File: src/rtl/ifft_pkg.sv
// Shared constants, FSM encoding and helpers for the 16-point IFFT/FFT butterfly sequencers.
package ifft_pkg;

  localparam int unsigned IFFT_N      = 16;
  localparam int unsigned IFFT_STAGES = 4;
  localparam int unsigned IFFT_AW     = 4;

  // First twiddle ROM word of each stage: WN16^0..7, WN8^0..3, WN4^0..1, WN2^0.
  localparam logic [3:0][3:0] TW_BASE = {4'd14, 4'd12, 4'd8, 4'd0};

  typedef enum logic [2:0] {
    IDLE,
    ISSUE,
    DRAIN,
    UNLOAD,
    DONE
  } state_e;

  function automatic logic [3:0] bitrev(input logic [3:0] i_k);
    return {i_k[0], i_k[1], i_k[2], i_k[3]};
  endfunction

endpackage

File: src/rtl/ifft_bf_addr_calc.sv
// Radix-2 DIF operand-pair and twiddle address generation for one butterfly (combinational).
module ifft_bf_addr_calc
  import ifft_pkg::*;
(
  input  logic [1:0]         i_stage,
  input  logic [2:0]         i_cnt,
  output logic [IFFT_AW-1:0] o_addr_a,
  output logic [IFFT_AW-1:0] o_addr_b,
  output logic [IFFT_AW-1:0] o_tw_rd_add
);

  logic [3:0] w_span;
  logic [3:0] w_j;
  logic [3:0] w_g;

  always_comb begin
    w_span      = 4'd8 >> i_stage;
    w_j         = {1'b0, i_cnt} & (w_span - 4'd1);
    // Group index selects which 2*span block the butterfly sits in.
    w_g         = {1'b0, i_cnt} >> (2'd3 - i_stage);
    o_addr_a    = (w_g << (3'd4 - {1'b0, i_stage})) | w_j;
    o_addr_b    = o_addr_a + w_span;
    o_tw_rd_add = TW_BASE[i_stage] + w_j;
  end

endmodule

File: src/rtl/ifft_bf_sequencer.sv
// Stage/butterfly sequencer for the 16-point IFFT: issues operand and twiddle addresses per stage,
// waits out the datapath latency between stages, then unloads results in bit-reversed order.
module ifft_bf_sequencer
  import ifft_pkg::*;
#(
  parameter int unsigned BF_LAT = 3,
  parameter int unsigned ADDR_W = 4
) (
  input  logic              CLK,
  input  logic              RST,
  input  logic              start,
  input  logic              bf_ready,
  input  logic              out_ready,
  output logic              busy,
  output logic              bf_valid,
  output logic [ADDR_W-1:0] bf_addr_a,
  output logic [ADDR_W-1:0] bf_addr_b,
  output logic [ADDR_W-1:0] tw_rd_add,
  output logic [1:0]        stage,
  output logic              out_valid,
  output logic [ADDR_W-1:0] out_rd_add,
  output logic              done
);

  localparam int unsigned LatW = (BF_LAT > 1) ? $clog2(BF_LAT) : 1;
  localparam logic [LatW-1:0] LatLast = LatW'(BF_LAT - 1);
  localparam logic [2:0] CntLast = 3'(IFFT_N / 2 - 1);

  state_e            r_state, w_state_d;
  logic [1:0]        r_stage, w_stage_d;
  logic [2:0]        r_cnt, w_cnt_d;
  logic [LatW-1:0]   r_lat, w_lat_d;
  logic [3:0]        r_k, w_k_d;

  logic              r_busy, r_bf_valid, r_out_valid, r_done;
  logic [ADDR_W-1:0] r_addr_a, r_addr_b, r_tw, r_out_add;
  logic [ADDR_W-1:0] w_addr_a, w_addr_b, w_tw;
  logic              w_issue_d, w_unload_d;

  // Addresses are computed from next-state counters so the registered outputs line up with state.
  ifft_bf_addr_calc u_addr_calc (
    .i_stage     (w_stage_d),
    .i_cnt       (w_cnt_d),
    .o_addr_a    (w_addr_a),
    .o_addr_b    (w_addr_b),
    .o_tw_rd_add (w_tw)
  );

  always_comb begin
    w_state_d = r_state;
    w_stage_d = r_stage;
    w_cnt_d   = r_cnt;
    w_lat_d   = r_lat;
    w_k_d     = r_k;
    unique case (r_state)
      IDLE: begin
        if (start) begin
          w_state_d = ISSUE;
          w_stage_d = 2'd0;
          w_cnt_d   = 3'd0;
        end
      end
      ISSUE: begin
        if (bf_ready) begin
          if (r_cnt == CntLast) begin
            w_state_d = DRAIN;
            w_lat_d   = '0;
          end else begin
            w_cnt_d = r_cnt + 3'd1;
          end
        end
      end
      DRAIN: begin
        if (r_lat == LatLast) begin
          w_lat_d = '0;
          if (r_stage == 2'(IFFT_STAGES - 1)) begin
            w_state_d = UNLOAD;
            w_k_d     = 4'd0;
          end else begin
            w_state_d = ISSUE;
            w_stage_d = r_stage + 2'd1;
            w_cnt_d   = 3'd0;
          end
        end else begin
          w_lat_d = r_lat + 1'b1;
        end
      end
      UNLOAD: begin
        if (out_ready) begin
          if (r_k == 4'(IFFT_N - 1)) begin
            w_state_d = DONE;
            w_k_d     = 4'd0;
          end else begin
            w_k_d = r_k + 4'd1;
          end
        end
      end
      DONE: w_state_d = IDLE;
      default: w_state_d = IDLE;
    endcase
    w_issue_d  = (w_state_d == ISSUE);
    w_unload_d = (w_state_d == UNLOAD);
  end

  always_ff @(posedge CLK) begin
    if (RST) begin
      r_state     <= IDLE;
      r_stage     <= '0;
      r_cnt       <= '0;
      r_lat       <= '0;
      r_k         <= '0;
      r_busy      <= 1'b0;
      r_bf_valid  <= 1'b0;
      r_addr_a    <= '0;
      r_addr_b    <= '0;
      r_tw        <= '0;
      r_out_valid <= 1'b0;
      r_out_add   <= '0;
      r_done      <= 1'b0;
    end else begin
      r_state     <= w_state_d;
      r_stage     <= w_stage_d;
      r_cnt       <= w_cnt_d;
      r_lat       <= w_lat_d;
      r_k         <= w_k_d;
      r_busy      <= (w_state_d != IDLE);
      r_bf_valid  <= w_issue_d;
      r_addr_a    <= w_issue_d ? w_addr_a : '0;
      r_addr_b    <= w_issue_d ? w_addr_b : '0;
      r_tw        <= w_issue_d ? w_tw : '0;
      r_out_valid <= w_unload_d;
      r_out_add   <= w_unload_d ? bitrev(w_k_d) : '0;
      r_done      <= (w_state_d == DONE);
    end
  end

  assign busy       = r_busy;
  assign bf_valid   = r_bf_valid;
  assign bf_addr_a  = r_addr_a;
  assign bf_addr_b  = r_addr_b;
  assign tw_rd_add  = r_tw;
  assign stage      = r_stage;
  assign out_valid  = r_out_valid;
  assign out_rd_add = r_out_add;
  assign done       = r_done;

endmodule

File: config.mk
export PLATFORM = sky130hd
export DESIGN_NAME = ifft_bf_sequencer
export DESIGN_NICKNAME = d
export VERILOG_FILES = /design/src/rtl/ifft_pkg.sv /design/src/rtl/ifft_bf_addr_calc.sv /design/src/rtl/ifft_bf_sequencer.sv
export SDC_FILE = /design/constraint.sdc
export NUM_CORES = 1
export LEC_CHECK = 0
export ABC_CLOCK_PERIOD_IN_PS = 2900
export BUFFER_PORTS_ARGS = -buffer_cell sky130_fd_sc_hd__buf_2
export CORE_MARGIN = 3
export CORE_UTILIZATION = 31
export DETAILED_ROUTE_END_ITERATION = 8
export GPL_TIMING_DRIVEN = 1
export PLACE_DENSITY = 0.48
export SYNTH_ARGS = -nofsm -noshare
export SYNTH_HDL_FRONTEND = slang
export SYNTH_SLANG_ARGS = --single-unit
File: constraint.sdc
create_clock -name CLK -period 2.9 [get_ports CLK]
set_input_delay 0.29 -clock CLK [delete_from_list [all_inputs] [get_ports CLK]]
set_output_delay 0.29 -clock CLK [all_outputs]
set_load 0.05 [all_outputs]
==> metrics <==
vias in the first global route 1426; DR vias/cell 4.89; Worst EP required 3.08 ns; DP Wirelength 2860 microns; maximum VDD drop 241 uV; reg-to-reg endpoint bf_addr_b[1]; n_diodes 0; Site Rows 26; Primary FF master, synth dfxtp_1; Cell Area, Synth 1670 sq um; Num CTS Buffers 5; asr flop ratio synth 0; dpl ws 0.00482 ns; number of port buffers 26; CP Data Arrival Time 2.99 ns; core box area 5140 sq um; Max-slew headroom 0.615; Critical Path Source r_state[1]; Seq/Total Area, Yosys 0.408; crit start category register; # H-tree levels 2; Hold WC Path Type in -> reg; dpl cell area 1970 sq um; gr ovfl total 0; Final Hold Fails 0; sw frac 0.222; Multi-input gate area 970 sq um; placed instance count 281; total track usage 0.128; Worst R2R Setup Slack 0.1 ns; RR Startpoint r_state[1]; WL/cell 13.5 microns; PwrDens 500 nW/um^2; final antenna-violating net count 0; Least-Margin Pin Slew 0.572 ns; warnings from Yosys 0; clock sinks 34; Routed Wire Length 3940 microns; root buf cell clkbuf_8; fin util 0.424; Avg Cell Area, Syn 9.63 sq um; Clock Path Buffers 2; Slew Viols, Final 0; fin cells 292; synthesized netlist cell count 173; Die H 79.3 microns; global-route wire length before repair 6390 microns; Die Wd 79.3 microns; drt first pass iters 4; NumNets Final 236; critical path class reg -> reg; Pint 847 uW; Hold Buf Count CTS 0; count leader, synth dfxtp_1; worst setup path endpoint bf_addr_b[1]; 1st-iter DRT viols 81; layout cell share with drive strength beyond 1 0.360; Synth Register Bits 34; FF/Latch Area 688 sq um; Power, Total 1.09 mW; clock skew 0.00509 ns; worst-skew pair later-pin latency 0.28 ns; Worst Setup End Kind register; syn nets 188; Commonest cells post-synth 34 x dfxtp_1, 22 x nor2_1, 13 x a21oi_1; clk slew on worst S/H paths 0.07 ns; # fillers 535; synth unique cells 55; final period utilization 0.967; Sw Pwr 242 uW; fin area 2180 sq um; placer congestion estimate 0.809; # DRC 0; Seq pwr share 0.441; Initial Util 0.324; final setup fails 0; initial antenna violation count 0; crit path time final 2.80 ns; MaxCap Viol Count 0; via count 1429; LEAKAGE 0.948 nW; CTS tree built; setup_tns 0 ns; Clk network pwr share 0.482; Synth top area share 0.408; largest net degree at the start of global routing 16; Die ar. 6290 sq um; top cells by area, synth dfxtp_1 41%, ha_1 6.8%, nor2_1 5.0%; cell taking the most area after synthesis dfxtp_1; R2R depth 8; number of synthesized flops with an enable pin 0; Fmax 357 MHz; Layout area overhead 30.7%; combinational share of power 0.077; critical path peak fanout 10; IO Pins 27; status finished, final reports clean; final-layout worst hold slack 0.362 ns; PnR worst setup slack 0.0968 ns
## flip-flops by register name, indices dropped and copies added, names as in the netlist
register / flops
bf_addr_a: 4
bf_addr_b: 4
out_rd_add: 4
r_k: 4
tw_rd_add: 4
r_cnt: 3
r_state: 3
r_lat: 2
stage: 2
bf_valid: 1
busy: 1
done: 1
out_valid: 1
## per-layer routing
| metal | part of all wire | GRT usage | vias up |
|---|---|---|---|
| met5 | 0 | 0 | - |
| met4 | 0.0089 | 0.0361 | 0 |
| met3 | 0.039 | 0.0374 | 4 |
| met2 | 0.49 | 0.221 | 25 |
| met1 | 0.46 | 0.154 | 676 |
| li1 | - | - | 724 |
## logic make-up (layout without fill, tap and decap cells)
logic type / count (synthesis) / count (layout) / synth area share
muxes: 1 / 1 / 0.00601
DFF: 34 / 34 / 0.408
xor gates and xnor gates: 2 / 2 / 0.0105
buffers and inverters: 9 / 58 / 0.0315
and+or+nand+nor: 76 / 76 / 0.270
AOI/OAI and AO/OA: 41 / 41 / 0.194
adders and majority gates: 10 / 10 / 0.0796
## final cells by class
type / instances / share of cell area
tap: 70 / 0.0402
multi-input combinational: 130 / 0.445
clock buffer: 5 / 0.0316
clock inverter: 3 / 0.0316
timing repair buffer: 45 / 0.127
inverter: 5 / 0.00862
sequential: 34 / 0.316
## worst max-delay path: stages, from the launching register on
cell	delay, ns
dfxtp_4	0.38
or4b_4	0.55
a32oi_4	0.32
ha_4	0.26
nor2b_1	0.14
a41o_2	0.28
ha_1	0.20
fa_1	0.43
and3_1	0.15
## cell usage in the layout, fill, tap and decap left out, types with 4 or more instances in the layout
master	synthesis	routed
a21oi_1	13	12
and2_1	4	4
buf_2	0	26
buf_4	1	18
clkbuf_8	0	5
dfxtp_1	34	30
ha_1	9	8
nand2_1	9	9
nand2b_1	5	5
nor2_1	22	22
nor3b_1	6	6
o21ai_0	7	7
## power groups by stage
stage                     registers, mW  logic (mW)  clock network, mW
final                             0.480      0.0841              0.525
after floorplan                   0.511      0.0377                  0
after detailed placement          0.491      0.0799                  0
after CTS                         0.481      0.0802              0.541
after global routing              0.482      0.0911              0.560
after global placement            0.491      0.0792                  0
## repair_timing
item,CTS,global route
endpoints found under the setup margin,0,3
gates resized for setup,0,9
buffers inserted,0,3
## how the worst min path moves through the flow
| stage | start | end | slack [ns] | depth (start not counted) |
|---|---|---|---|---|
| after floorplan | RST | r_cnt[1] | 0.36 | 1 |
| after global routing | RST | r_k[3] | 0.37 | 2 |
| after global placement | r_k[1] | r_k[1] | 0.52 | 2 |
| after CTS | out_ready | done | 0.35 | 3 |
| after detailed placement | r_k[3] | done | 0.53 | 2 |
| final | RST | r_cnt[2] | 0.36 | 2 |
No activity file was read; power rests on OpenSTA's default activity.
